$ cat config.mk
export PLATFORM = sky130hd
export DESIGN_NAME = spi_master_engine_flat
export DESIGN_NICKNAME = d
export VERILOG_FILES = /design/src/rtl/spi_master_engine_if.sv /design/src/rtl/spi_master_engine.sv /design/src/flat_wrapper.sv
export SDC_FILE = /design/constraint.sdc
export NUM_CORES = 1
export LEC_CHECK = 0
export CORE_ASPECT_RATIO = 2
export CORE_UTILIZATION = 57
export CTS_CLUSTER_SIZE = 20
export DETAILED_ROUTE_END_ITERATION = 16
export GPL_TIMING_DRIVEN = 0
export PLACE_DENSITY_LB_ADDON = 0.2
export SKIP_CTS_REPAIR_TIMING = 1
export SYNTH_ARGS = -nofsm -noshare
export SYNTH_HDL_FRONTEND = slang
export SYNTH_SLANG_ARGS = --single-unit
$ cat constraint.sdc
create_clock -name clk_i -period 4.9 [get_ports clk_i]
set_input_delay 1.47 -clock clk_i [delete_from_list [all_inputs] [get_ports clk_i]]
set_output_delay 1.47 -clock clk_i [all_outputs]
set_load 0.005 [all_outputs]
$ cat src/rtl/spi_master_engine_if.sv
// rtl/spi_master_engine_if.sv - command/response handshake bundle between the OBI slave and spi_master_engine
interface spi_master_engine_if #(
  parameter int DATA_WIDTH = 8
);
  logic                  cmd_valid_i;
  logic                  cmd_ready_o;
  logic [DATA_WIDTH-1:0] cmd_data_i;
  logic                  cmd_last_i;
  logic                  rsp_valid_o;
  logic                  rsp_ready_i;
  logic [DATA_WIDTH-1:0] rsp_data_o;

  modport master (
    output cmd_valid_i, cmd_data_i, cmd_last_i, rsp_ready_i,
    input  cmd_ready_o, rsp_valid_o, rsp_data_o
  );

  modport slave (
    input  cmd_valid_i, cmd_data_i, cmd_last_i, rsp_ready_i,
    output cmd_ready_o, rsp_valid_o, rsp_data_o
  );
endinterface

$ cat src/rtl/spi_master_engine.sv
// rtl/spi_master_engine.sv - mode-0 MSB-first SPI master fed by command words, single-entry response slot
// Optional feature: SPI_LOOPBACK_EN adds loopback_i, sampling spi_mosi_o instead of spi_miso_i.
module spi_master_engine #(
  parameter int DATA_WIDTH     = 8,
  parameter int CLK_DIV        = 4,
  parameter int CS_IDLE_CYCLES = 2
) (
  input  logic                clk_i,
  input  logic                rst_i,
  spi_master_engine_if.slave  bus,
  output logic                busy_o,
  output logic                spi_sck_o,
  output logic                spi_cs_no,
  output logic                spi_mosi_o,
`ifdef SPI_LOOPBACK_EN
  input  logic                loopback_i,
`endif
  input  logic                spi_miso_i
);
  localparam int DIV_W = $clog2(CLK_DIV + 1);
  localparam int BIT_W = $clog2(2 * DATA_WIDTH + 1);
  localparam int GAP_W = $clog2(CS_IDLE_CYCLES + 1);

  typedef enum logic [2:0] {IDLE, SETUP, SHIFT, WAIT_NEXT, GAP} state_t;

  state_t                state, state_next;
  logic [DIV_W-1:0]      div_cnt;
  logic [BIT_W-1:0]      bit_cnt;
  logic [GAP_W-1:0]      gap_cnt;
  logic [DATA_WIDTH-1:0] tx_sh;
  logic [DATA_WIDTH-1:0] rx_sh;
  logic [DATA_WIDTH-1:0] rsp_data;
  logic                  rsp_valid;
  logic                  last_q;
  logic                  sck;
  logic                  cs_n;
  logic                  cmd_ready;
  logic                  accept;
  logic                  toggle;
  logic                  last_edge;
  logic                  sample;

  assign accept    = bus.cmd_valid_i && cmd_ready;
  assign toggle    = (state == SHIFT) && (div_cnt == DIV_W'(CLK_DIV - 1));
  assign last_edge = toggle && (bit_cnt == BIT_W'(2 * DATA_WIDTH - 1));

`ifdef SPI_LOOPBACK_EN
  assign sample = loopback_i ? tx_sh[DATA_WIDTH-1] : spi_miso_i;
`else
  assign sample = spi_miso_i;
`endif

  always_ff @(posedge clk_i or posedge rst_i) begin
    if (rst_i) state <= IDLE;
    else       state <= state_next;
  end

  always_comb begin
    state_next = state;
    case (state)
      IDLE, WAIT_NEXT: if (accept) state_next = SETUP;
      SETUP:           if (div_cnt == DIV_W'(CLK_DIV)) state_next = SHIFT;
      SHIFT:           if (last_edge) state_next = last_q ? GAP : WAIT_NEXT;
      GAP:             if (gap_cnt == GAP_W'(CS_IDLE_CYCLES - 1)) state_next = IDLE;
      default:         state_next = IDLE;
    endcase
  end

  // The response slot must be free (or emptying this cycle) so an unread rx word is never overwritten.
  always_comb begin
    cmd_ready = 1'b0;
    busy_o    = (state != IDLE);
    if (!rst_i && (state == IDLE || state == WAIT_NEXT) && (!rsp_valid || bus.rsp_ready_i))
      cmd_ready = 1'b1;
  end

  always_ff @(posedge clk_i or posedge rst_i) begin
    if (rst_i) begin
      div_cnt  <= '0;
      bit_cnt  <= '0;
      gap_cnt  <= '0;
      tx_sh    <= '0;
      rx_sh    <= '0;
      last_q   <= 1'b0;
      sck      <= 1'b0;
      cs_n     <= 1'b1;
    end else begin
      cs_n <= !(state_next == SETUP || state_next == SHIFT || state_next == WAIT_NEXT);
      case (state)
        SETUP: div_cnt <= (state_next == SHIFT) ? '0 : div_cnt + DIV_W'(1);
        SHIFT: begin
          if (toggle) begin
            div_cnt <= '0;
            bit_cnt <= bit_cnt + BIT_W'(1);
            sck     <= !sck;
            if (!sck)
              rx_sh <= {rx_sh[DATA_WIDTH-2:0], sample};
            else if (!last_edge)
              tx_sh <= {tx_sh[DATA_WIDTH-2:0], 1'b0};
          end else begin
            div_cnt <= div_cnt + DIV_W'(1);
          end
        end
        GAP:     gap_cnt <= gap_cnt + GAP_W'(1);
        default: ;
      endcase
      if (accept) begin
        tx_sh   <= bus.cmd_data_i;
        last_q  <= bus.cmd_last_i;
        div_cnt <= '0;
        bit_cnt <= '0;
        rx_sh   <= '0;
      end
      if (state_next == GAP && state != GAP)
        gap_cnt <= '0;
    end
  end

  always_ff @(posedge clk_i or posedge rst_i) begin
    if (rst_i) begin
      rsp_valid <= 1'b0;
      rsp_data  <= '0;
    end else if (last_edge) begin
      rsp_valid <= 1'b1;
      rsp_data  <= rx_sh;
    end else if (rsp_valid && bus.rsp_ready_i) begin
      rsp_valid <= 1'b0;
    end
  end

  assign bus.cmd_ready_o = cmd_ready;
  assign bus.rsp_valid_o = rsp_valid;
  assign bus.rsp_data_o  = rsp_data;
  assign spi_sck_o       = sck;
  assign spi_cs_no       = cs_n;
  assign spi_mosi_o      = tx_sh[DATA_WIDTH-1];
endmodule

$ cat src/flat_wrapper.sv
// flat-port wrapper written by rule: the top's interface ports become plain ports
module spi_master_engine_flat 
#(
  parameter int DATA_WIDTH     = 8,
  parameter int CLK_DIV        = 4,
  parameter int CS_IDLE_CYCLES = 2
)
  (clk_i, rst_i, busy_o, spi_sck_o, spi_cs_no, spi_mosi_o, spi_miso_i, bus_cmd_valid_i, bus_cmd_data_i, bus_cmd_last_i, bus_rsp_ready_i, bus_cmd_ready_o, bus_rsp_valid_o, bus_rsp_data_o);
  spi_master_engine_if #(.DATA_WIDTH(DATA_WIDTH)) bus_i ();
  input  logic clk_i;
  input  logic rst_i;
  output logic busy_o;
  output logic spi_sck_o;
  output logic spi_cs_no;
  output logic spi_mosi_o;
  input  logic spi_miso_i;
  input wire logic [$bits(bus_i.cmd_valid_i)-1:0] bus_cmd_valid_i;
  input wire logic [$bits(bus_i.cmd_data_i)-1:0] bus_cmd_data_i;
  input wire logic [$bits(bus_i.cmd_last_i)-1:0] bus_cmd_last_i;
  input wire logic [$bits(bus_i.rsp_ready_i)-1:0] bus_rsp_ready_i;
  output wire logic [$bits(bus_i.cmd_ready_o)-1:0] bus_cmd_ready_o;
  output wire logic [$bits(bus_i.rsp_valid_o)-1:0] bus_rsp_valid_o;
  output wire logic [$bits(bus_i.rsp_data_o)-1:0] bus_rsp_data_o;
  assign bus_i.cmd_valid_i = bus_cmd_valid_i;
  assign bus_i.cmd_data_i = bus_cmd_data_i;
  assign bus_i.cmd_last_i = bus_cmd_last_i;
  assign bus_i.rsp_ready_i = bus_rsp_ready_i;
  assign bus_cmd_ready_o = bus_i.cmd_ready_o;
  assign bus_rsp_valid_o = bus_i.rsp_valid_o;
  assign bus_rsp_data_o = bus_i.rsp_data_o;
  spi_master_engine #(.DATA_WIDTH(DATA_WIDTH), .CLK_DIV(CLK_DIV), .CS_IDLE_CYCLES(CS_IDLE_CYCLES)) u_core (.clk_i(clk_i), .rst_i(rst_i), .bus(bus_i), .busy_o(busy_o), .spi_sck_o(spi_sck_o), .spi_cs_no(spi_cs_no), .spi_mosi_o(spi_mosi_o), .spi_miso_i(spi_miso_i));
endmodule
# Yosys cells after proc, flatten, opt, wreduce, memory -nomap -nowiden
# Cells that the tools add are included.
[totals]
inputBits = 14
out_inout_bits = 14
register_bits = 41
wordCells = 84
[op_classes]
reduce_logical = 28
mux = 27
add_sub_neg = 3
eq_ne = 15
[op_table]
columns = ["operator", "n"]
rows = [
  ["2-to-1 mux 8 bit", 9],
  ["2-to-1 mux 3 bit", 8],
  ["equality test 3 x 2 -> 1 bit, second input constant", 5],
  ["2-to-1 mux 5 bit", 3],
  ["case mux 3 bit (4 select lines)", 1],
  ["nonzero test 2 bit", 5],
  ["equality test 3 bit, second input constant", 3],
  ["logical AND 1 bit", 7],
  ["equality test 3 x 1 -> 1 bit, second input constant", 2],
  ["case mux 3 bit (2 select lines)", 1],
  ["nonzero test 3 bit", 2],
  ["adder 5 x 1 -> 5 bit, second input constant", 1],
  ["equality test 5 x 4 -> 1 bit, second input constant", 1],
  ["zero test 1 bit", 4],
  ["logical OR 1 bit", 4],
  ["2-to-1 mux 2 bit", 2],
  ["AND reduction 2 bit", 2],
  ["AND reduction 4 bit", 1],
  ["adder 3 x 1 -> 3 bit, second input constant", 1],
  ["zero test 3 bit", 1],
  ["2-to-1 mux 1 bit", 3],
  ["!= test 3 bit, second input constant", 1],
  ["AND reduction 3 bit", 1],
  ["adder 2 x 1 -> 2 bit, second input constant", 1],
  ["4 further kinds", 4],
]

# Longest topological paths before layout
[depth]
depth_word = 12
ltp_mapped = 7
ltp_nobuf = 7

# Least setup slack after synthesis
# No wires, ideal clock.
[synth_path]
path_type = "input -> output"
from = "input bus_rsp_ready_i"
to = "output bus_cmd_ready_o"
arrival_time_ns = 1.836
stages = 2
setup_slack_ns = 1.594
required_ns = 3.430
n_path_buf = 0
path_cell_list = "nor2b_1 nor4_1"
[synth_via]
elab_chain_cells = 3
[synth_lines]
columns = ["element", "line_no", "rtl"]
rows = [
  ["start, declared", "flat_wrapper.sv:20", "input wire logic [$bits(bus_i.rsp_ready_i)-1:0] bus_rsp_ready_i;"],
  ["logical OR 1 bit", "spi_master_engine.sv:73", "if (!rst_i && (state == IDLE || state == WAIT_NEXT) && (!rsp_valid || bus.rsp_ready_i))"],
  ["logical AND 1 bit", "spi_master_engine.sv:73", ""],
  ["2-to-1 mux 1 bit", "spi_master_engine.sv:73", ""],
  ["end, declared", "flat_wrapper.sv:21", "output wire logic [$bits(bus_i.cmd_ready_o)-1:0] bus_cmd_ready_o;"],
]
# No other way between the ends.

# Worst setup path in the final report
# Ends and elaborated chain as after synthesis.

==> results.py <==
metrics = {
    "outcome": {
        "status": "finished, final reports clean",
    },
    "pwr": {
        "ir_drop_v": 0.000409,
        "powerDensity_mw_per_mm2": 446,
        "power_leakage_uw": 0.00110,
    },
    "cells_and_area": {
        "diodes": 0,
        "regArea_mm2": 0.00103,
        "fillers": 223,
        "nets": 227,
        "drive_gt1_share_pct": 14.4,
        "fin_area_mm2": 0.00234,
        "finalNonFillerCells": 239,
        "multi_input_area_um2": 813,
        "syn_to_final_growth_pct": 20.3,
    },
    "synthesis": {
        "netlist_top_cells_count": "dfrtp_1, nor2_1, mux2i_1, nand2_1",
        "syn_area_mm2": 0.00194,
        "synth_edf_count": 0,
        "synth_nets": 193,
        "ys_types": 40,
        "yosysTopAreaCell": "dfrtp_1",
        "synth_area_leaders": "dfrtp_1, mux2i_1, mux2_2",
        "synth_ff_type": "dfrtp_1",
        "ys_ff_latch": 41,
        "synth_top_area_share_pct": 51.5,
        "synth-seq-area-share_pct": 52.9,
        "async_flop_share_pct": 100,
        "synthMostInstantiatedCell": "dfrtp_1",
        "syn-instance-count": 173,
        "synth.avg_cell_area_um2": 11.2,
        "yosysWarnings": 0,
    },
    "global_route": {
        "overflow": 0,
        "antenna_found_initial": 0,
        "grt_max_degree": 42,
        "track_usage_pct": 23.1,
        "grt_pass1_wl_um": 6400,
        "first_global_vias": 1410,
    },
    "worst_setup_path": {
        "critPathArrivalTime_ns": 2.82,
        "crit_fanout": 4,
        "crit_path_start_kind": "primary input",
        "path_class": "primary input to output port",
        "rrSetupSlack_ns": 2.98,
        "crit_required_ns": 3.43,
        "end_kind": "output port",
    },
    "routing": {
        "drt_iter0_drc": 31,
        "vias": 1393,
        "routed_wl_um": 3860,
        "drtPass1Iterations": 4,
        "avgRoutedWirePerCell_um": 16.1,
        "via_per_inst": 5.83,
        "drc_errors": 0,
        "route.antenna.remaining_nets": 0,
    },
    "sta": {
        "tns_ns": 0,
        "rsz0062_at_grt": "false",
        "finalCriticalPeriod_ns": 4.29,
        "slew_viol_final": 0,
        "min_period_over_period_pct": 87.5,
        "fmax_mhz": 233,
        "relSlewSlack_pct": 43.8,
        "clock_skew_ns": 0.00621,
        "setup_viol": 0,
        "tightestPinTransition_ns": 0.841,
        "timing.final.hold_violations": 0,
    },
    "die": {
        "initial_core_util_pct": 60.9,
        "ios": 28,
        "coreArea_mm2": 0.00319,
        "die_h_um": 84.6,
        "die_x_um": 43.3,
        "die_area_mm2": 0.00366,
        "num_rows": 29,
    },
    "job": {
        "max_cap_viol_count": 0,
    },
    "placed_design": {
        "dpl_cell_area_mm2": 0.00225,
        "dp_hpwl_um": 2810,
        "io_buffers": 27,
        "gp_congestion": 0.759,
        "dpl.cell_count": 231,
    },
    "clock_network": {
        "clock_sinks": 41,
        "clock_path_buffers": 2,
        "path_clk_slew_ns": 0.08,
        "cts_tree": "done",
        "cts-buffers-inserted": 5,
        "root_buffer": "clkbuf_8",
        "clk_latency_ns": 0.29,
        "htreeDepth": 2,
    },
    "hold_path": {
        "min_path_type": "flop to flop",
    },
}
[logic make-up (layout without fill, tap and decap cells)]
group / after synthesis / count (layout) / synth area share, %
buffers and inverters: 19 / 54 / 5.28
flip-flops: 41 / 41 / 52.9
AND/OR/NAND/NOR: 53 / 53 / 14.7
multiplexers: 23 / 23 / 12.4
adder cells (fa/ha/maj): 6 / 6 / 3.86
AO/OA/AOI/OAI: 24 / 24 / 7.66
XOR/XNOR: 7 / 7 / 3.16
[per-stage QoR]
step / util (%) / power (uW) / setup WS, ns / hold WS [ns]
floorplan: - / 708 / 1.59 / 0.479
global placement: 70.5 / 797 / 0.627 / 0.491
detailed placement: 70.5 / 835 / 0.603 / 0.492
CTS: 73.2 / 1050 / 0.605 / 0.511
global route: 73.2 / 1110 / 0.507 / 0.529
finish: 73.2 / 1040 / 0.611 / 0.511
[per-layer routing]
| layer | part of all wire, % | track usage (%) | vias to the layer above | wire [um] |
|---|---|---|---|---|
| met2 | 55 | 38.9 | 36 | 2120 |
| met1 | 38 | 26.5 | 685 | 1480 |
| met3 | 3.7 | 5.38 | 13 | 144 |
| met5 | 0 | 0 | - | 0 |
| met4 | 3.1 | 11.3 | 0 | 121 |
| li1 | - | - | 659 | - |
[registers in the layout (all words and copies together) (netlist names), 2 cells and up]
signal,flops
u_core.rx_sh,8
u_core.tx_sh,8
u_core.gap_cnt,2
u_core.div_cnt,3
u_core.bus.rsp_data_o,8
u_core.state,3
u_core.bit_cnt,5
[worst max-delay path, stage by stage]
cell and delay, ns:
clkdlybuf4s50_1 0.47, nor2b_1 0.10, nor4_1 0.24, clkdlybuf4s50_1 0.54
[final timing paths]
path	startpoint	end	cells past startpoint
max	bus_rsp_ready_i	bus_cmd_ready_o	4
min	u_core.bus.rsp_data_o[2]	u_core.bus.rsp_data_o[2]	1
max reg2reg	u_core.bit_cnt[0]	u_core.tx_sh[3]	7
min reg2reg	u_core.bus.rsp_data_o[2]	u_core.bus.rsp_data_o[2]	1
max in group asynchronous	rst_i	u_core.bit_cnt[0]	2
min in group asynchronous	rst_i	u_core.state[0]	2
[cells in the final DEF (no fill, tap or decap), types with 2 or more instances in the layout]
master and n:
xnor2_1 2, nor4_1 2, o21ai_0 10, inv_1 9, or3_1 4, mux2_2 9
clkbuf_8 5, ha_1 6, xor2_1 5, nor2_1 17, clkinv_2 2, buf_4 6
clkdlybuf4s50_1 27, nand2_1 14, a221o_1 2, mux2i_1 14, nor2b_1 2, o21ai_1 2
nor3b_1 3, dfrtp_1 40, a21oi_1 3
[area by class of cell]
class / instances / area share (%)
inverters: 10 / 1.61
plain buffers: 9 / 2.78
flip-flops and latches: 41 / 43.9
repair buffers: 27 / 11.6
multi-input cells: 113 / 34.8
well taps: 31 / 1.66
clock inverters: 3 / 0.749
clock buffers: 5 / 2.94
[report_power, final]
part | leakage (uW) | switching, uW | internal, uW
clock network | 0.0000439 | 114 | 98.2
logic | 0.000513 | 180 | 173
registers | 0.000543 | 56.1 | 423
Power figures use the tool's default switching activity.
